$ cat src/rtl/fifo_rr_arbiter.sv
// Round-robin drain of N_SRC fallthrough FIFOs into one registered word stream; `FIFO_ARB_BURST_EN` enables multi-word grants.
// Latency: fifo_rd and the load are in the same cycle, and out_valid follows one cycle later; a grant costs one IDLE cycle.
// Backpressure: out_valid && !out_ready holds the word and suppresses all reads until accepted.
module fifo_rr_arbiter #(
    parameter int N_SRC     = 4,
    parameter int WIDTH     = 30,
    parameter int MAX_BURST = 4
) (
    input  logic                     clk,
    input  logic                     res_n,
    input  logic                     en,
    input  logic [N_SRC*WIDTH-1:0]   fifo_data,
    input  logic [N_SRC-1:0]         fifo_empty,
    output logic [N_SRC-1:0]         fifo_rd,
    output logic [WIDTH-1:0]         out_data,
    output logic [$clog2(N_SRC)-1:0] out_src,
    output logic                     out_valid,
    input  logic                     out_ready,
    output logic                     busy
);
    localparam int SW = $clog2(N_SRC);

    typedef enum logic {S_IDLE, S_XFER} state_t;
    state_t r_state, w_state_nxt;

    logic [SW-1:0]    r_grant, r_last_grant, w_pick, w_idx;
    logic             w_any, w_load, w_last, w_done;
    logic [WIDTH-1:0] w_src_words [N_SRC];
    logic [WIDTH-1:0] w_word;
    logic [WIDTH-1:0] r_out_data;
    logic [SW-1:0]    r_out_src;
    logic             r_out_valid;

    for (genvar g = 0; g < N_SRC; g++) begin : g_words
        assign w_src_words[g] = fifo_data[g*WIDTH +: WIDTH];
    end
    assign w_word = w_src_words[r_grant];
    assign w_any  = ~&fifo_empty;

    // Scan from the farthest offset down so the nearest non-empty source after last_grant wins.
    always_comb begin
        w_pick = '0;
        w_idx  = '0;
        for (int k = N_SRC; k >= 1; k--) begin
            w_idx = SW'((int'(r_last_grant) + k) % N_SRC);
            if (!fifo_empty[w_idx]) w_pick = w_idx;
        end
    end

`ifdef FIFO_ARB_BURST_EN
    localparam int             BCW      = $clog2(MAX_BURST + 1);
    localparam logic [BCW-1:0] LAST_CNT = BCW'(MAX_BURST - 1);
    logic [BCW-1:0] r_burst_cnt;

    always_ff @(posedge clk or negedge res_n) begin
        if (!res_n)                r_burst_cnt <= '0;
        else if (r_state == S_IDLE) r_burst_cnt <= '0;
        else if (w_load)           r_burst_cnt <= r_burst_cnt + BCW'(1);
    end

    assign w_last = (r_burst_cnt == LAST_CNT);
`else
    // Every grant is a single word; MAX_BURST is at least 1, so this is constant high.
    assign w_last = (MAX_BURST >= 1);
`endif

    always_ff @(posedge clk or negedge res_n) begin
        if (!res_n) r_state <= S_IDLE;
        else        r_state <= w_state_nxt;
    end

    always_comb begin
        w_state_nxt = r_state;
        fifo_rd     = '0;
        w_load      = 1'b0;
        w_done      = 1'b0;
        case (r_state)
            S_IDLE: begin
                if (en && w_any) w_state_nxt = S_XFER;
            end
            S_XFER: begin
                w_load = !fifo_empty[r_grant] && (!r_out_valid || out_ready);
                w_done = fifo_empty[r_grant] || (w_load && w_last);
                if (w_load) fifo_rd[r_grant] = 1'b1;
                if (w_done) w_state_nxt = S_IDLE;
            end
            default: w_state_nxt = S_IDLE;
        endcase
    end

    always_ff @(posedge clk or negedge res_n) begin
        if (!res_n) begin
            r_grant      <= '0;
            r_last_grant <= SW'(N_SRC - 1);
            r_out_data   <= '0;
            r_out_src    <= '0;
            r_out_valid  <= 1'b0;
        end else begin
            if (r_state == S_IDLE && en && w_any) r_grant <= w_pick;
            if (w_done) r_last_grant <= r_grant;
            if (w_load) begin
                r_out_data  <= w_word;
                r_out_src   <= r_grant;
                r_out_valid <= 1'b1;
            end else if (out_ready) begin
                r_out_valid <= 1'b0;
            end
        end
    end

    assign out_data  = r_out_data;
    assign out_src   = r_out_src;
    assign out_valid = r_out_valid;
    assign busy      = (r_state == S_XFER);
endmodule

$ cat config.mk
export PLATFORM = sky130hd
export DESIGN_NAME = fifo_rr_arbiter
export DESIGN_NICKNAME = d
export VERILOG_FILES = /design/src/rtl/fifo_rr_arbiter.sv
export SDC_FILE = /design/constraint.sdc
export NUM_CORES = 1
export LEC_CHECK = 0
export BUFFER_PORTS_ARGS = -buffer_cell sky130_fd_sc_hd__buf_2
export CORE_AREA = 4 4 78 80
export DETAILED_ROUTE_END_ITERATION = 12
export DIE_AREA = 0 0 82 84
export PLACE_DENSITY = 0.87
export SLEW_MARGIN = 15
export SYNTH_ARGS = -nofsm -noshare
export SYNTH_HDL_FRONTEND = slang
export SYNTH_SLANG_ARGS = --single-unit
$ cat constraint.sdc
create_clock -name clk -period 4.35 [get_ports clk]
set_input_delay 0.2175 -clock clk [delete_from_list [all_inputs] [get_ports clk]]
set_output_delay 0.2175 -clock clk [all_outputs]
set_load 0.05 [all_outputs]
== Yosys cells after proc, flatten, opt, wreduce, memory -nomap -nowiden ==
Cells that the tools add are included.

* Add/subtract/negate cells: 4
* $lt $le $gt $ge: 7
* Bitwise logic cells: 2
* Mux-type cells: 28
* Reduce and logical (&&, ||, !) cells: 12

{| class="wikitable"
|+ Operators by type and width
! operator !! count
|-
| $bmux W30 S2 || 1
|-
| $mux W30 || 2
|-
| $lt A2 B3 Y1 const B || 5
|-
| $mux W1 || 12
|-
| $bmux W1 S2 || 5
|-
| $mux W2 || 4
|-
| $mux W4 || 2
|-
| $logic_and A1 B1 Y1 || 5
|-
| $add A2 B1 Y2 const B || 2
|-
| $add A2 B2 Y2 const B || 2
|-
| $reduce_and A4 Y1 || 1
|-
| $ge A3 B3 Y1 const B || 1
|-
| $logic_not A1 Y1 || 3
|-
| $not A2 Y3 || 1
|-
| $demux W1 S2 || 1
|-
| $ge A2 B1 Y1 const B || 1
|-
| $logic_or A1 B1 Y1 || 2
|-
| $pmux W1 S2 || 1
|-
| $reduce_bool A2 Y1 || 1
|-
| $not A1 Y1 || 1
|}

* Input port bits: 128
* Logic and storage cells: 59
* Output and inout bits: 38
* Flip-flop bits (word level): 38

== Depth between registers and ports, before layout ==
Gate-level depths: netlist of the first run.

* Depth after elaboration: 7
* Mapped depth: 5
* Mapped depth without buffers: 3

== Worst setup path after synthesis of the first run ==
Ideal clock, no wire load.

* Path kind: register to output
* Start: reg r_out_valid, in the netlist out_valid
* End: out fifo_rd[2]
* Arrival: 2542 ps
* Setup slack: 1590 ps
* Required time: 4133 ps
* Path buffers: 0
* Stages on the path, launching flop included: 4
* Path through: dfrtp_1 -> nand2b_1 -> nand2_1 -> nor4b_1

* Cells in the longest elaborated chain, start to end: 5

{| class="wikitable"
|+ Ends and longest elaborated chain
! item !! RTL line !! source
|-
| start, declared || 32 || <nowiki>logic r_out_valid;</nowiki>
|-
| start signal, assigned || 97 || <nowiki>r_out_valid <= 1'b0;</nowiki>
|-
| start signal, assigned || 104 || <nowiki>r_out_valid <= 1'b1;</nowiki>
|-
| start signal, assigned || 106 || <nowiki>r_out_valid <= 1'b0;</nowiki>
|-
| $logic_not A1 Y1 || 82 || <nowiki>w_load = !fifo_empty[r_grant] && (!r_out_valid || out_ready);</nowiki>
|-
| $logic_or A1 B1 Y1 || 82 ||
|-
| $logic_and A1 B1 Y1 || 82 ||
|-
| $mux W4 || 84 || <nowiki>if (w_load) fifo_rd[r_grant] = 1'b1;</nowiki>
|-
| $mux W4 || 77 || <nowiki>case (r_state)</nowiki>
|-
| end, declared || 14 || <nowiki>output logic [N_SRC-1:0] fifo_rd,</nowiki>
|}

Every way passes these cells.

== Worst setup path after layout of the first run ==
* Start: reg r_grant[1]
* End: reg r_out_data[21], in the netlist out_data[21]

* Cells in the longest elaborated chain, start to end: 5
* Elaborated cells on any way between the ends: 9
* Those cells by class: 6 x mux; 1 x bitwise; 2 x reduce/logical

{| class="wikitable"
|+ Ends and longest elaborated chain
! item !! RTL line !! source
|-
| start, declared || 26 || <nowiki>logic [SW-1:0] r_grant, r_last_grant, w_pick, w_idx;</nowiki>
|-
| start signal, assigned || 99 || <nowiki>if (r_state == S_IDLE && en && w_any) r_grant <= w_pick;</nowiki>
|-
| $bmux W1 S2 || 82 ||
|-
| $mux W1 (implied by the code) || 82 ||
|-
| $logic_not A1 Y1 || 82 ||
|-
| $logic_and A1 B1 Y1 || 82 ||
|-
| $mux W1 || 77 ||
|-
| end signal, assigned || 102 || <nowiki>r_out_data <= w_word;</nowiki>
|-
| end, declared || 30 || <nowiki>logic [WIDTH-1:0] r_out_data;</nowiki>
|}

Several ways; a longest one is shown, not always the timed one. The select of a mux whose other input is x is not followed.
A chain may end at the register's enable or synchronous reset.

==> report_table.html, run 1 <==
<table>
<tr><th>Metric</th><th>Value</th></tr>
<tr><th colspan="2">STA</th></tr>
<tr><td>Period minus WS final</td><td>~2.5 ns</td></tr>
<tr><td>Number of pins with negative max-slew slack in the final report</td><td>0</td></tr>
<tr><td>Hold slack</td><td>slightly above 0.03 ns</td></tr>
<tr><td>Portion of the clock cycle consumed by the worst path in the final layout</td><td>0.572</td></tr>
<tr><td>Endpoints failing hold</td><td>0</td></tr>
<tr><td>Measured slew at the worst slew-check pin</td><td>0.843 ns</td></tr>
<tr><td>Setup TNS Final</td><td>0 ns</td></tr>
<tr><td>RSZ-0062 raised after global routing</td><td>no</td></tr>
<tr><td>Number of failing setup endpoints in the final timing report</td><td>0</td></tr>
<tr><td>Maximum clock skew at final layout</td><td>roughly 0.0024 ns</td></tr>
<tr><td>Slew Limit Headroom</td><td>0.436</td></tr>
<tr><td>Highest clock rate</td><td>0.402 GHz</td></tr>
<tr><th colspan="2">Power and ir drop</th></tr>
<tr><td>Power density over the cells</td><td>717 nW/um^2</td></tr>
<tr><td>Clk network pwr share</td><td>0.119</td></tr>
<tr><td>Leakage power</td><td>around 1.6 nW</td></tr>
<tr><td>Proportion of power drawn by flip-flops and latches</td><td>0.263</td></tr>
<tr><td>Maximum vdd drop</td><td>426 uV</td></tr>
<tr><td>Net switching power figure</td><td>approximately 0.0011 W</td></tr>
<tr><td>Gate power share</td><td>0.618</td></tr>
<tr><td>Cell-internal power</td><td>0.00126 W</td></tr>
<tr><td>Switching share of power</td><td>0.476</td></tr>
<tr><th colspan="2">Yosys</th></tr>
<tr><td>Yosys warns</td><td>0</td></tr>
<tr><td>Syn Area/Cell</td><td>about 15 sq um</td></tr>
<tr><td>Flip-flop and latch count after synthesis</td><td>38</td></tr>
<tr><td>Sequential area share after synthesis</td><td>0.402</td></tr>
<tr><td>Synthesized netlist cell count</td><td>about 160</td></tr>
<tr><td>Post-synth cell types</td><td>33</td></tr>
<tr><td>Post-Synthesis Net Count</td><td>approximately 290</td></tr>
<tr><td>Total standard cell area after synthesis</td><td>about 2400 sq um</td></tr>
<tr><th colspan="2">Drt</th></tr>
<tr><td>Antenna Violating Nets Remaining</td><td>0</td></tr>
<tr><td>WL/cell</td><td>approximately 17 um</td></tr>
<tr><td>Routed via count divided by cell count</td><td>~5.4</td></tr>
<tr><td>Total Routed Length</td><td>between 6000 and 7000 um</td></tr>
<tr><td>Detailed Route Iter0 Violations</td><td>60</td></tr>
<tr><td>Routed via count</td><td>~2100</td></tr>
<tr><td>Iteration count of the initial detailed-routing pass</td><td>4</td></tr>
<tr><td>Post-route DRC violation count</td><td>0</td></tr>
<tr><th colspan="2">Floorplan</th></tr>
<tr><td>Effective utilization at floorplan</td><td>0.439</td></tr>
<tr><td>Standard cell core area</td><td>~5400 sq um</td></tr>
<tr><td>Die width</td><td>82 um</td></tr>
<tr><td>Num rows</td><td>27</td></tr>
<tr><td>Die Height</td><td>between 80 and 90 um</td></tr>
<tr><td>Io pins</td><td>about 170</td></tr>
<tr><td>Floorplan die area</td><td>between 6000 and 7000 sq um</td></tr>
<tr><th colspan="2">Setup path</th></tr>
<tr><td>CP Max Fanout</td><td>17</td></tr>
<tr><td>Critical setup path kind</td><td>register to register</td></tr>
<tr><td>Kind of end point of the critical path</td><td>register</td></tr>
<tr><td>Slowest cell on the critical path</td><td>sky130_fd_sc_hd__nor3_4</td></tr>
<tr><td>Worst endpoint required time</td><td>roughly 4.5 ns</td></tr>
<tr><td>Series of cell instances along the critical path</td><td>mux4_2, nor3_4, buf_4, mux2_2</td></tr>
<tr><td>Data arrival time of the critical path</td><td>~2.7 ns</td></tr>
<tr><td>CP startpoint kind</td><td>register</td></tr>
<tr><td>Largest stage delay, worst path</td><td>0.67 ns</td></tr>
<tr><th colspan="2">Final layout</th></tr>
<tr><td>Synthesis-to-finish area growth</td><td>41.0%</td></tr>
<tr><td>Number of fillers in the final layout</td><td>451</td></tr>
<tr><td>Most common library cell in the layout ignoring fill and taps</td><td>sky130_fd_sc_hd__buf_2</td></tr>
<tr><td>Final Net Count</td><td>approximately 450</td></tr>
<tr><td>N_diodes</td><td>0</td></tr>
<tr><td>Fraction of layout cells with a size suffix above 1</td><td>0.751</td></tr>
<tr><td>Commonest cells after routing, fill and taps aside</td><td>165 x sky130_fd_sc_hd__buf_2, 35 x sky130_fd_sc_hd__dfrtp_1, 31 x sky130_fd_sc_hd__mux4_2, 31 x sky130_fd_sc_hd__mux2_2</td></tr>
<tr><th colspan="2">Placement</th></tr>
<tr><td>Half-perimeter wire length after placement</td><td>between 5000 and 6000 um</td></tr>
<tr><td>Routability-driven placement congestion ratio</td><td>0.738</td></tr>
<tr><td>I/O Buffers</td><td>165</td></tr>
<tr><th colspan="2">Clocking</th></tr>
<tr><td>Number of setup buffers added after CTS</td><td>0</td></tr>
<tr><td>Number of H-tree branching levels</td><td>2</td></tr>
<tr><td>Max Buffers Root-to-Sink</td><td>2</td></tr>
<tr><td>Worst-Skew Late Latency</td><td>between 0.2 and 0.3 ns</td></tr>
<tr><td>CTS sink count</td><td>38</td></tr>
<tr><td>Number of gates resized after cts</td><td>0</td></tr>
<tr><td>Number of hold-repair buffers added at the cts stage</td><td>0</td></tr>
<tr><td>CTS tree</td><td>done</td></tr>
<tr><td>Clock Root Buffer</td><td>sky130_fd_sc_hd__clkbuf_8</td></tr>
<tr><td>CTS Buf Count</td><td>5</td></tr>
<tr><td>Register clock-pin slew on the reported worst setup and hold paths</td><td>0.07 ns</td></tr>
<tr><th colspan="2">Global routing</th></tr>
<tr><td>Number of global-route vias before repair</td><td>approximately 2400</td></tr>
<tr><td>Global-route wire length before repair</td><td>a little over 10000 um</td></tr>
<tr><td>Grt total ovfl</td><td>0</td></tr>
<tr><td>Overall track demand over capacity in global routing</td><td>0.193</td></tr>
<tr><td>Initial antenna violation count</td><td>0</td></tr>
<tr><td>Pin count of the biggest net entering global routing</td><td>40</td></tr>
<tr><th colspan="2">Min path</th></tr>
<tr><td>Kind of path behind the tightest hold check</td><td>input port to async pin</td></tr>
<tr><th colspan="2">Status</th></tr>
<tr><td>Run status</td><td>finished clean</td></tr>
<tr><th colspan="2">Job</th></tr>
<tr><td>Max Cap Viol</td><td>0</td></tr>
</table>
-- worst paths after layout --
path | slack [ns] | start | cells after the start | endpoint
setup / recovery | 1.86 | r_grant[1] | 4 | out_data[21]
hold / removal | 0.03 | res_n | 1 | out_data[29]
setup reg to reg | 1.86 | r_grant[1] | 4 | out_data[21]
hold reg to reg | 0.49 | out_data[8] | 1 | out_data[8]
max in group asynchronous | 3.74 | res_n | 1 | r_grant[0]
min in group clk | 0.32 | fifo_empty[2] | 3 | r_grant[1]
-- metrics by stage --
step	util	std cells	area [sq um]	power (W)	setup slack, ns
2_1_floorplan	-	157	2370	0.00179	1.59
3_3_place_gp	0.599	385	3240	0.00209	2.00
3_5_place_dp	0.599	385	3240	0.00214	1.85
4_1_cts	0.619	393	3340	0.00243	1.84
5_1_grt	0.619	393	3340	0.00254	1.78
6_report	0.619	393	3340	0.00240	1.86
-- power by group through the flow --
stage	registers (W)	logic, W	clock network, W
4_1_cts	0.000633	0.00150	0.000295
3_3_place_gp	0.000627	0.00147	0
2_1_floorplan	0.00117	0.000620	0
6_report	0.000631	0.00148	0.000284
5_1_grt	0.000654	0.00157	0.000313
3_5_place_dp	0.000637	0.00150	0
-- layer usage --
| metal | vias to the layer above | global-route usage | part of all wire |
|---|---|---|---|
| li1 | 960 | - | - |
| met1 | 1012 | 0.206 | 0.35 |
| met2 | 122 | 0.351 | 0.53 |
| met3 | 22 | 0.0540 | 0.095 |
| met4 | 0 | 0.0695 | 0.024 |
| met5 | - | 0 | 0 |
-- registers in the layout (all words and copies together), names as in the netlist --
register      flops
busy              1
out_data         30
r_last_grant      2
out_src           2
r_grant           2
out_valid         1
-- kinds of logic (layout without fill, tap and decap cells) --
| family | count (synthesis) | after routing | share of synthesized area |
|---|---|---|---|
| multiplexers | 66 | 66 | 0.459 |
| flip-flops | 38 | 38 | 0.402 |
| AND/OR/NAND/NOR | 20 | 20 | 0.0517 |
| AO/OA/AOI/OAI | 17 | 17 | 0.0496 |
| buffers and inverters | 16 | 180 | 0.0374 |
-- final cells by class --
cell class | instances | area, sq um | share of cell area
inverters | 4 | 15.0 | 0.00449
clock inverters | 1 | 30.0 | 0.00898
clock buffers | 7 | 76.3 | 0.0228
well taps | 72 | 90.1 | 0.0269
multi-input cells | 103 | 1330 | 0.398
flip-flops and latches | 38 | 955 | 0.285
repair buffers | 168 | 848 | 0.254
-- synth_stat cells --
| cell | number | area (sq um) |
|---|---|---|
| sky130_fd_sc_hd__and2_1 | 1 | 6.26 |
| sky130_fd_sc_hd__nand4_1 | 1 | 6.26 |
| sky130_fd_sc_hd__o31ai_1 | 1 | 7.51 |
| sky130_fd_sc_hd__nand2b_1 | 2 | 12.5 |
| sky130_fd_sc_hd__a22o_1 | 1 | 8.76 |
| sky130_fd_sc_hd__o21ba_2 | 1 | 10.0 |
| sky130_fd_sc_hd__nor4_1 | 1 | 6.26 |
| sky130_fd_sc_hd__nand3_1 | 2 | 10.0 |
| sky130_fd_sc_hd__dfrtp_1 | 36 | 901 |
| sky130_fd_sc_hd__a41o_1 | 1 | 10.0 |
| sky130_fd_sc_hd__mux4_2 | 31 | 698 |
| sky130_fd_sc_hd__o21ai_0 | 5 | 25.0 |
| sky130_fd_sc_hd__a211oi_1 | 2 | 15.0 |
| sky130_fd_sc_hd__a31oi_1 | 1 | 6.26 |
| sky130_fd_sc_hd__nor3b_1 | 1 | 7.51 |
| sky130_fd_sc_hd__o21bai_1 | 1 | 7.51 |
| sky130_fd_sc_hd__nor3_1 | 1 | 5.00 |
| sky130_fd_sc_hd__mux2i_1 | 2 | 20.0 |
| sky130_fd_sc_hd__inv_1 | 4 | 15.0 |
| sky130_fd_sc_hd__nor3_4 | 1 | 16.3 |
| sky130_fd_sc_hd__buf_6 | 3 | 33.8 |
| sky130_fd_sc_hd__a21boi_0 | 2 | 15.0 |
| sky130_fd_sc_hd__a21oi_1 | 1 | 5.00 |
| sky130_fd_sc_hd__buf_2 | 5 | 25.0 |
| sky130_fd_sc_hd__a22oi_1 | 1 | 7.51 |
| sky130_fd_sc_hd__mux2_2 | 31 | 349 |
| sky130_fd_sc_hd__nor2_1 | 2 | 7.51 |
| sky130_fd_sc_hd__mux2_1 | 2 | 22.5 |
| sky130_fd_sc_hd__dfstp_2 | 2 | 52.6 |
| sky130_fd_sc_hd__clkbuf_1 | 4 | 15.0 |
| sky130_fd_sc_hd__nor2b_1 | 4 | 25.0 |
| sky130_fd_sc_hd__nand2_1 | 3 | 11.3 |
| sky130_fd_sc_hd__nor4b_1 | 1 | 8.76 |
-- critical path, delay by kind of cell, from the launching register on --
family / cells / cell delay (ns)
buf+inv: 1 / 0.37
mux: 2 / 0.94
simple gates: 1 / 0.67
flops: 1 / 0.39
(Power assumes the default switching activity.)
==> run 2: changes to the inputs <==
- CORE_AREA: 4 4 78 80 -> 4 4 81 83
- DIE_AREA: 0 0 82 84 -> 0 0 85 87
- PLACE_DENSITY: 0.87 -> 0.81
- clock period: 4.35 -> 2.3 ns (I/O delays scaled with it)
==> run 2 against run 1 <==
Final cell count grew 1.5%. Flip-flop and latch count is the same. Die area grew 7.4%. Fmax grew 33%. Wire length grew 0.20%.
==> report_table.html, run 2 (synthesis gave the netlist of run 1 again) <==
<table>
<tr><th>Metric</th><th>Value</th></tr>
<tr><th colspan="2">Setup path</th></tr>
<tr><td>Kind of end point of the critical path</td><td>register</td></tr>
<tr><td>Largest stage delay, worst path</td><td>0.57 ns (-0.10 ns)</td></tr>
<tr><td>CP Max Fanout</td><td>16 (-1)</td></tr>
<tr><td>Worst endpoint required time</td><td>2.47 ns (-2.04 ns)</td></tr>
<tr><td>Series of cell instances along the critical path</td><td>mux4_2, nor3_4, buf_4, mux2_2</td></tr>
<tr><td>CP startpoint kind</td><td>register</td></tr>
<tr><td>Critical setup path kind</td><td>register to register</td></tr>
<tr><td>Data arrival time of the critical path</td><td>2.04 ns (-0.61 ns)</td></tr>
<tr><td>Slowest cell on the critical path</td><td>sky130_fd_sc_hd__dfrtp_2</td></tr>
<tr><th colspan="2">STA</th></tr>
<tr><td>Endpoints failing hold</td><td>0 (unchanged)</td></tr>
<tr><td>Number of pins with negative max-slew slack in the final report</td><td>0 (unchanged)</td></tr>
<tr><td>Number of failing setup endpoints in the final timing report</td><td>0 (unchanged)</td></tr>
<tr><td>Portion of the clock cycle consumed by the worst path in the final layout</td><td>0.816 (+0.244)</td></tr>
<tr><td>Highest clock rate</td><td>0.533 GHz (+33%)</td></tr>
<tr><td>Period minus WS final</td><td>1.88 ns (-0.613 ns)</td></tr>
<tr><td>Setup TNS Final</td><td>0 ns (unchanged)</td></tr>
<tr><td>RSZ-0062 raised after global routing</td><td>no</td></tr>
<tr><td>Measured slew at the worst slew-check pin</td><td>0.832 ns (-0.0104 ns)</td></tr>
<tr><td>Slew Limit Headroom</td><td>0.445 (+0.00878)</td></tr>
<tr><td>Maximum clock skew at final layout</td><td>0.00606 ns (+0.00362 ns)</td></tr>
<tr><th colspan="2">Power and ir drop</th></tr>
<tr><td>Maximum vdd drop</td><td>754 uV (+77%)</td></tr>
<tr><td>Clk network pwr share</td><td>0.103 (-0.016)</td></tr>
<tr><td>Proportion of power drawn by flip-flops and latches</td><td>0.273 (+0.010)</td></tr>
<tr><td>Gate power share</td><td>0.624 (+0.006)</td></tr>
<tr><td>Power, Total</td><td>0.00450 W (+88%)</td></tr>
<tr><td>Switching share of power</td><td>0.482 (+0.00637)</td></tr>
<tr><td>Leakage power</td><td>1.62 nW (+1.1%)</td></tr>
<tr><td>Power density over the cells</td><td>1330 nW/um^2 (+85%)</td></tr>
<tr><td>Cell-internal power</td><td>0.00233 W (+86%)</td></tr>
<tr><td>Net switching power figure</td><td>0.00217 W (+90%)</td></tr>
<tr><th colspan="2">Floorplan</th></tr>
<tr><td>Effective utilization at floorplan</td><td>0.405 (-0.0334)</td></tr>
<tr><td>Die width</td><td>85 um (+3.7%)</td></tr>
<tr><td>Standard cell core area</td><td>5850 sq um (+8.2%)</td></tr>
<tr><td>Floorplan die area</td><td>7400 sq um (+7.4%)</td></tr>
<tr><td>Die Height</td><td>87 um (+3.6%)</td></tr>
<tr><td>Num rows</td><td>28 (+3.7%)</td></tr>
<tr><td>Io pins</td><td>166 (unchanged)</td></tr>
<tr><th colspan="2">Job</th></tr>
<tr><td>Max Cap Viol</td><td>0 (unchanged)</td></tr>
<tr><th colspan="2">Final layout</th></tr>
<tr><td>Final core utilization</td><td>0.579 (-0.0396)</td></tr>
<tr><td>Fraction of layout cells with a size suffix above 1</td><td>0.762 (+0.0116)</td></tr>
<tr><td>Total area of sequential cells</td><td>955 sq um (unchanged)</td></tr>
<tr><td>Commonest cells after routing, fill and taps aside</td><td>165 x sky130_fd_sc_hd__buf_2, 35 x sky130_fd_sc_hd__dfrtp_1, 31 x sky130_fd_sc_hd__mux4_2, 31 x sky130_fd_sc_hd__mux2_2, 6 x sky130_fd_sc_hd__clkbuf_8</td></tr>
<tr><td>Final Net Count</td><td>451 (+0.67%)</td></tr>
<tr><td>Flip-flop count of the largest register, all copies and words added</td><td>30 (unchanged)</td></tr>
<tr><td>Synthesis-to-finish area growth</td><td>42.8%</td></tr>
<tr><td>N_diodes</td><td>0 (unchanged)</td></tr>
<tr><td>Multi-input logic area</td><td>1350 sq um (+1.3%)</td></tr>
<tr><td>Number of fillers in the final layout</td><td>503 (+12%)</td></tr>
<tr><td>Most common library cell in the layout ignoring fill and taps</td><td>sky130_fd_sc_hd__buf_2</td></tr>
<tr><td>Area of all placed cells without fillers</td><td>3390 sq um (+1.3%)</td></tr>
<tr><th colspan="2">Placement</th></tr>
<tr><td>I/O Buffers</td><td>165 (unchanged)</td></tr>
<tr><td>Post-place instance area</td><td>3290 sq um (+1.5%)</td></tr>
<tr><td>Half-perimeter wire length after placement</td><td>5310 um (+2.0%)</td></tr>
<tr><td>Routability-driven placement congestion ratio</td><td>0.771 (+4.6%)</td></tr>
<tr><th colspan="2">Drt</th></tr>
<tr><td>Routed via count</td><td>2114 (-0.095%)</td></tr>
<tr><td>Detailed Route Iter0 Violations</td><td>54 (-10%)</td></tr>
<tr><td>Antenna Violating Nets Remaining</td><td>0 (unchanged)</td></tr>
<tr><td>Total Routed Length</td><td>6520 um (+0.20%)</td></tr>
<tr><td>WL/cell</td><td>16.3 um (-1.3%)</td></tr>
<tr><td>Post-route DRC violation count</td><td>0 (unchanged)</td></tr>
<tr><td>Routed via count divided by cell count</td><td>5.30 (-1.6%)</td></tr>
<tr><td>Iteration count of the initial detailed-routing pass</td><td>4 (unchanged)</td></tr>
<tr><th colspan="2">Clocking</th></tr>
<tr><td>Max Buffers Root-to-Sink</td><td>2 (unchanged)</td></tr>
<tr><td>Worst-Skew Late Latency</td><td>0.28 ns (about the same)</td></tr>
<tr><td>CTS tree</td><td>done</td></tr>
<tr><td>Number of setup buffers added after CTS</td><td>0 (unchanged)</td></tr>
<tr><td>Clock Root Buffer</td><td>sky130_fd_sc_hd__clkbuf_8</td></tr>
<tr><td>CTS Buf Count</td><td>5 (unchanged)</td></tr>
<tr><td>Number of H-tree branching levels</td><td>2 (unchanged)</td></tr>
<tr><td>Register clock-pin slew on the reported worst setup and hold paths</td><td>0.07 ns (about the same)</td></tr>
<tr><td>CTS sink count</td><td>38 (unchanged)</td></tr>
<tr><th colspan="2">Global routing</th></tr>
<tr><td>Overall track demand over capacity in global routing</td><td>0.176 (-0.0166)</td></tr>
<tr><td>Grt total ovfl</td><td>0 (unchanged)</td></tr>
<tr><td>Global-route wire length before repair</td><td>10300 um (-0.40%)</td></tr>
<tr><td>Pin count of the biggest net entering global routing</td><td>40 (unchanged)</td></tr>
<tr><td>Number of global-route vias before repair</td><td>2263 (-5.6%)</td></tr>
<tr><td>Initial antenna violation count</td><td>0 (unchanged)</td></tr>
<tr><th colspan="2">Min path</th></tr>
<tr><td>Kind of path behind the tightest hold check</td><td>input port to register</td></tr>
<tr><th colspan="2">Status</th></tr>
<tr><td>Run status</td><td>finished clean</td></tr>
</table>
==> run 2: power by group through the flow <==
stage	combinational, W	sequential, W	clock [W]
after detailed placement	0.00285	0.00124	0
after CTS	0.00285	0.00123	0.000484
after floorplan	0.00118	0.00222	0
final	0.00281	0.00123	0.000465
after global routing	0.00298	0.00128	0.000507
after global placement	0.00279	0.00122	0
==> run 2: repair_timing <==
item	CTS	global route
gates resized for setup	0	0
endpoints found under the hold margin	36	0
hold buffers	1	0
==> run 2: worst paths after layout <==
path,cells after the start,end,slack [ns],start
max in group asynchronous,2,r_grant[0],1.25,res_n
worst min-delay path,3,r_grant[0],0.18,fifo_empty[0]
worst min register to register,1,out_data[9],0.50,out_data[9]
worst max-delay path,4,out_data[4],0.42,r_grant[0]
min in group asynchronous,2,out_data[21],0.48,res_n
worst max register to register,4,out_data[4],0.42,r_grant[0]
==> run 2: routing by layer <==
layer / share of wire / wire length (um) / vias up / global-route usage
met4: 0.011 / 69 / 0 / 0.0489
met1: 0.35 / 2290 / 1038 / 0.187
met3: 0.10 / 651 / 9 / 0.0464
met2: 0.54 / 3500 / 110 / 0.342
met5: 0 / 0 / - / 0
li1: - / - / 957 / -
==> run 2: layout make-up <==
cell class / instances / share of cell area
clock inverter: 1 / 0.00148
inverter: 4 / 0.00443
tap: 75 / 0.0277
timing repair buffer: 171 / 0.261
clock buffer: 7 / 0.0255
sequential: 38 / 0.282
multi-input combinational: 103 / 0.398
==> run 2: through the flow <==
stage          hold slack [ns]  setup WS [ns]  cells
2_1_floorplan           -0.181        -0.0446    157
3_3_place_gp             0.244          0.448    390
3_5_place_dp             0.261          0.414    390
4_1_cts                  0.172          0.398    399
5_1_grt                  0.179          0.290    399
6_report                 0.183          0.423    399
==> run 2: worst max-delay path: cells and delay by family (launching register included) <==
family,cells,cell delay [ns]
mux,2,0.78
flops,1,0.57
buf+inv,1,0.26
simple gates,1,0.14
==> run 3: changes to the inputs <==
- CORE_AREA: 4 4 81 83 -> 4 4 85 87
- DIE_AREA: 0 0 85 87 -> 0 0 89 91
- PLACE_DENSITY: 0.81 -> 0.77
- clock period: 2.3 -> 1.7 ns (I/O delays scaled with it)
==> run 3 against run 2 <==
Combinational power rose by 58%. Clock-buffer cell count did not move. Critical path type unchanged. Flip-flop and latch count unchanged. Worst hold slack lost 0.0052 ns. Sequential power up 35%. Register-to-register slack worse by 0.54 ns. Clock skew is 0.0021 ns lower. Total power is 49% higher. Final cell count up 3.8%. Design area rose by 11%. Wire length increased by 9.0%. Largest power group unchanged. Via count increased by 0.80%. The flow now finishes with violations (negative setup slack).
==> report_table.html, run 3 (synthesis gave the netlist of run 1 again) <==
<table>
<tr><th>Metric</th><th>Value</th></tr>
<tr><th colspan="2">Floorplan</th></tr>
<tr><td>Die width</td><td>89 um (+4.7%)</td></tr>
<tr><td>Die Height</td><td>91 um (+4.6%)</td></tr>
<tr><td>Floorplan die area</td><td>8100 sq um (+9.5%)</td></tr>
<tr><td>Io pins</td><td>166 (unchanged)</td></tr>
<tr><td>Effective utilization at floorplan</td><td>0.374 (-0.0319)</td></tr>
<tr><td>Standard cell core area</td><td>6350 sq um (+8.5%)</td></tr>
<tr><td>Num rows</td><td>29 (+3.6%)</td></tr>
<tr><th colspan="2">Global routing</th></tr>
<tr><td>Global-route wire length before repair</td><td>11000 um (+7.3%)</td></tr>
<tr><td>Number of global-route vias before repair</td><td>2436 (+7.6%)</td></tr>
<tr><td>Initial antenna violation count</td><td>0 (unchanged)</td></tr>
<tr><td>Overall track demand over capacity in global routing</td><td>0.173 (-0.00296)</td></tr>
<tr><td>Pin count of the biggest net entering global routing</td><td>40 (unchanged)</td></tr>
<tr><td>Grt total ovfl</td><td>0 (unchanged)</td></tr>
<tr><th colspan="2">STA</th></tr>
<tr><td>Slew Limit Headroom</td><td>0.671 (+0.225)</td></tr>
<tr><td>Endpoints failing hold</td><td>0 (unchanged)</td></tr>
<tr><td>Number of failing setup endpoints in the final timing report</td><td>31 (+31)</td></tr>
<tr><td>Period minus WS final</td><td>1.82 ns (-0.0577 ns)</td></tr>
<tr><td>Number of pins with negative max-slew slack in the final report</td><td>0 (unchanged)</td></tr>
<tr><td>Measured slew at the worst slew-check pin</td><td>0.494 ns (-0.338 ns)</td></tr>
<tr><td>Highest clock rate</td><td>0.550 GHz (+3.2%)</td></tr>
<tr><td>Hold slack</td><td>0.178 ns (-0.00519 ns)</td></tr>
<tr><td>Portion of the clock cycle consumed by the worst path in the final layout</td><td>1.07 (+0.254)</td></tr>
<tr><td>Maximum clock skew at final layout</td><td>0.00395 ns (-0.00211 ns)</td></tr>
<tr><td>RSZ-0062 raised after global routing</td><td>yes</td></tr>
<tr><td>Crit path setup slack, layout</td><td>-0.119 ns (-0.542 ns)</td></tr>
<tr><th colspan="2">Drt</th></tr>
<tr><td>Antenna Violating Nets Remaining</td><td>0 (unchanged)</td></tr>
<tr><td>Routed via count</td><td>2131 (+0.80%)</td></tr>
<tr><td>Iteration count of the initial detailed-routing pass</td><td>4 (unchanged)</td></tr>
<tr><td>Total Routed Length</td><td>7100 um (+9.0%)</td></tr>
<tr><td>WL/cell</td><td>17.2 um (+5.0%)</td></tr>
<tr><td>Routed via count divided by cell count</td><td>5.15 (-2.8%)</td></tr>
<tr><td>Detailed Route Iter0 Violations</td><td>73 (+35%)</td></tr>
<tr><td>Post-route DRC violation count</td><td>0 (unchanged)</td></tr>
<tr><th colspan="2">Final layout</th></tr>
<tr><td>Commonest cells after routing, fill and taps aside</td><td>161 x sky130_fd_sc_hd__buf_2, 33 x sky130_fd_sc_hd__dfrtp_1, 31 x sky130_fd_sc_hd__mux4_2, 31 x sky130_fd_sc_hd__mux2_4, 10 x sky130_fd_sc_hd__buf_4</td></tr>
<tr><td>N_diodes</td><td>0 (unchanged)</td></tr>
<tr><td>Final cell count without fillers</td><td>414 (+3.8%)</td></tr>
<tr><td>Synthesis-to-finish area growth</td><td>58.0%</td></tr>
<tr><td>Flip-flop count of the largest register, all copies and words added</td><td>30 (unchanged)</td></tr>
<tr><td>Final Net Count</td><td>464 (+2.9%)</td></tr>
<tr><td>Area of all placed cells without fillers</td><td>3750 sq um (+11%)</td></tr>
<tr><td>Most common library cell in the layout ignoring fill and taps</td><td>sky130_fd_sc_hd__buf_2</td></tr>
<tr><td>Fraction of layout cells with a size suffix above 1</td><td>0.789 (+0.0270)</td></tr>
<tr><th colspan="2">Setup path</th></tr>
<tr><td>Crit-path leading delay family</td><td>multiplexers</td></tr>
<tr><td>CP Max Fanout</td><td>4 (-12)</td></tr>
<tr><td>Critical R2R Capture</td><td>out_data[19]</td></tr>
<tr><td>Critical setup path kind</td><td>register to register</td></tr>
<tr><td>Worst reg2reg setup slack</td><td>-0.12 ns (-0.54 ns)</td></tr>
<tr><td>Largest stage delay, worst path</td><td>0.55 ns (-0.02 ns)</td></tr>
<tr><td>Kind of end point of the critical path</td><td>register</td></tr>
<tr><td>Data arrival time of the critical path</td><td>1.99 ns (-0.05 ns)</td></tr>
<tr><td>CP startpoint kind</td><td>register</td></tr>
<tr><td>Cell count of the worst reg-to-reg path</td><td>5 (+1)</td></tr>
<tr><td>Worst endpoint required time</td><td>1.87 ns (-0.60 ns)</td></tr>
<tr><td>Worst setup path startpoint</td><td>r_grant[1]</td></tr>
<tr><td>Worst path buffer plus inverter count</td><td>2 (+1)</td></tr>
<tr><td>Slowest cell on the critical path</td><td>sky130_fd_sc_hd__mux4_2</td></tr>
<tr><td>Startpoint of the most critical register-to-register path</td><td>r_grant[1]</td></tr>
<tr><td>Series of cell instances along the critical path</td><td>mux4_2, nor3_4, buf_6, clkbuf_16, mux2_4</td></tr>
<tr><th colspan="2">Power and ir drop</th></tr>
<tr><td>Net switching power figure</td><td>0.00307 W (+41%)</td></tr>
<tr><td>Maximum vdd drop</td><td>1090 uV (+44%)</td></tr>
<tr><td>Power density over the cells</td><td>1790 nW/um^2 (+35%)</td></tr>
<tr><td>Leakage power</td><td>1.82 nW (+13%)</td></tr>
<tr><td>Switching share of power</td><td>0.457 (-0.0250)</td></tr>
<tr><td>Proportion of power drawn by flip-flops and latches</td><td>0.247 (-0.026)</td></tr>
<tr><td>Cell-internal power</td><td>0.00365 W (+56%)</td></tr>
<tr><td>Clk network pwr share</td><td>0.094 (-0.009)</td></tr>
<tr><td>Gate power share</td><td>0.659 (+0.035)</td></tr>
<tr><th colspan="2">Min path</th></tr>
<tr><td>Kind of path behind the tightest hold check</td><td>input port to register</td></tr>
<tr><td>Worst hold path stage count</td><td>3 (unchanged)</td></tr>
<tr><td>Start point of the worst min-delay path</td><td>out_ready</td></tr>
<tr><td>End point of the worst hold path</td><td>out_valid</td></tr>
<tr><th colspan="2">Clocking</th></tr>
<tr><td>Worst-Skew Late Latency</td><td>0.28 ns (about the same)</td></tr>
<tr><td>Max Buffers Root-to-Sink</td><td>2 (unchanged)</td></tr>
<tr><td>CTS sink count</td><td>38 (unchanged)</td></tr>
<tr><td>Register clock-pin slew on the reported worst setup and hold paths</td><td>0.07 ns (about the same)</td></tr>
<tr><td>CTS Buf Count</td><td>5 (unchanged)</td></tr>
<tr><td>Number of H-tree branching levels</td><td>2 (unchanged)</td></tr>
<tr><td>Clock Root Buffer</td><td>sky130_fd_sc_hd__clkbuf_8</td></tr>
<tr><td>CTS tree</td><td>done</td></tr>
<tr><th colspan="2">Status</th></tr>
<tr><td>Run status</td><td>complete, but fails checks</td></tr>
<tr><td>Violated checks</td><td>negative setup slack</td></tr>
<tr><th colspan="2">Placement</th></tr>
<tr><td>Post-place instance area</td><td>3480 sq um (+5.9%)</td></tr>
<tr><td>Dpl cells</td><td>399 (+2.3%)</td></tr>
<tr><td>I/O Buffers</td><td>165 (unchanged)</td></tr>
<tr><td>Routability-driven placement congestion ratio</td><td>0.765 (-0.79%)</td></tr>
<tr><td>Half-perimeter wire length after placement</td><td>5600 um (+5.4%)</td></tr>
<tr><th colspan="2">Job</th></tr>
<tr><td>Max Cap Viol</td><td>0 (unchanged)</td></tr>
</table>
[run 3: changes by cell type in the layout (fill, tap and decap cells not counted), moves of 3 or more]
cell / delta
sky130_fd_sc_hd__mux2_4: +31
sky130_fd_sc_hd__buf_6: +3
sky130_fd_sc_hd__buf_2: -4
sky130_fd_sc_hd__buf_4: +6
sky130_fd_sc_hd__mux2_2: -29
sky130_fd_sc_hd__buf_12: +4
[run 3: worst max path at each step]
stage | depth (start not counted) | endpoint | slack, ns
floorplan | 3 | fifo_rd[2] | -0.26
global placement | 4 | out_data[4] | -0.12
detailed placement | 4 | out_data[4] | -0.14
CTS | 5 | out_data[4] | -0.13
global route | 5 | out_data[6] | -0.17
finish | 5 | out_data[19] | -0.12
[run 3: metrics by stage]
stage / setup WS, ns / utilization / TNS (ns) / total power [W]
after global routing: -0.172 / 0.590 / -4.79 / 0.00710
after floorplan: -0.259 / - / -2.47 / 0.00492
after detailed placement: -0.144 / 0.548 / -3.34 / 0.00589
after CTS: -0.127 / 0.574 / -2.88 / 0.00664
final: -0.119 / 0.590 / -3.19 / 0.00672
after global placement: -0.118 / 0.548 / -2.46 / 0.00579
[run 3: final cells by class]
| cell class | count | area (sq um) |
|---|---|---|
| Multi-Input combinational cell | 103 | 1470 |
| Sequential cell | 38 | 957 |
| Clock inverter | 1 | 5.00 |
| Timing Repair Buffer | 184 | 1120 |
| Tap cell | 77 | 96.3 |
| Fill cell | 541 | 2600 |
| Inverter | 4 | 15.0 |
| Clock buffer | 7 | 86.3 |
[run 3: metal layers]
| metal | track usage | up-vias | wire [um] |
|---|---|---|---|
| li1 | - | 979 | - |
| met1 | 0.189 | 1028 | 2630 |
| met2 | 0.322 | 116 | 3640 |
| met3 | 0.0471 | 8 | 762 |
| met4 | 0.0484 | 0 | 69 |
| met5 | 0 | - | 0 |
[run 3: worst reg2reg max path: stages (launching register included)]
cell	delay (ns)
sky130_fd_sc_hd__dfrtp_2	0.38
sky130_fd_sc_hd__mux4_2	0.55
sky130_fd_sc_hd__nor3_4	0.17
sky130_fd_sc_hd__buf_6	0.17
sky130_fd_sc_hd__clkbuf_16	0.15
sky130_fd_sc_hd__mux2_4	0.29
[run 3: power groups by stage]
stage,combinational (W),clock (W),sequential (W)
floorplan,0.00191,0,0.00301
global placement,0.00415,0,0.00164
detailed placement,0.00424,0,0.00165
CTS,0.00433,0.000661,0.00165
global route,0.00468,0.000699,0.00171
finish,0.00443,0.000632,0.00166
[run 3: what timing repair did]
item / in CTS / in global routing
endpoints found under the setup margin: 35 / 36
pin swaps: 0 / 0
endpoints found under the hold margin: 18 / 0
gates cloned: 1 / 2
hold buffers: 1 / 0
gates resized for setup: 7 / 11
setup buffers: 2 / 1
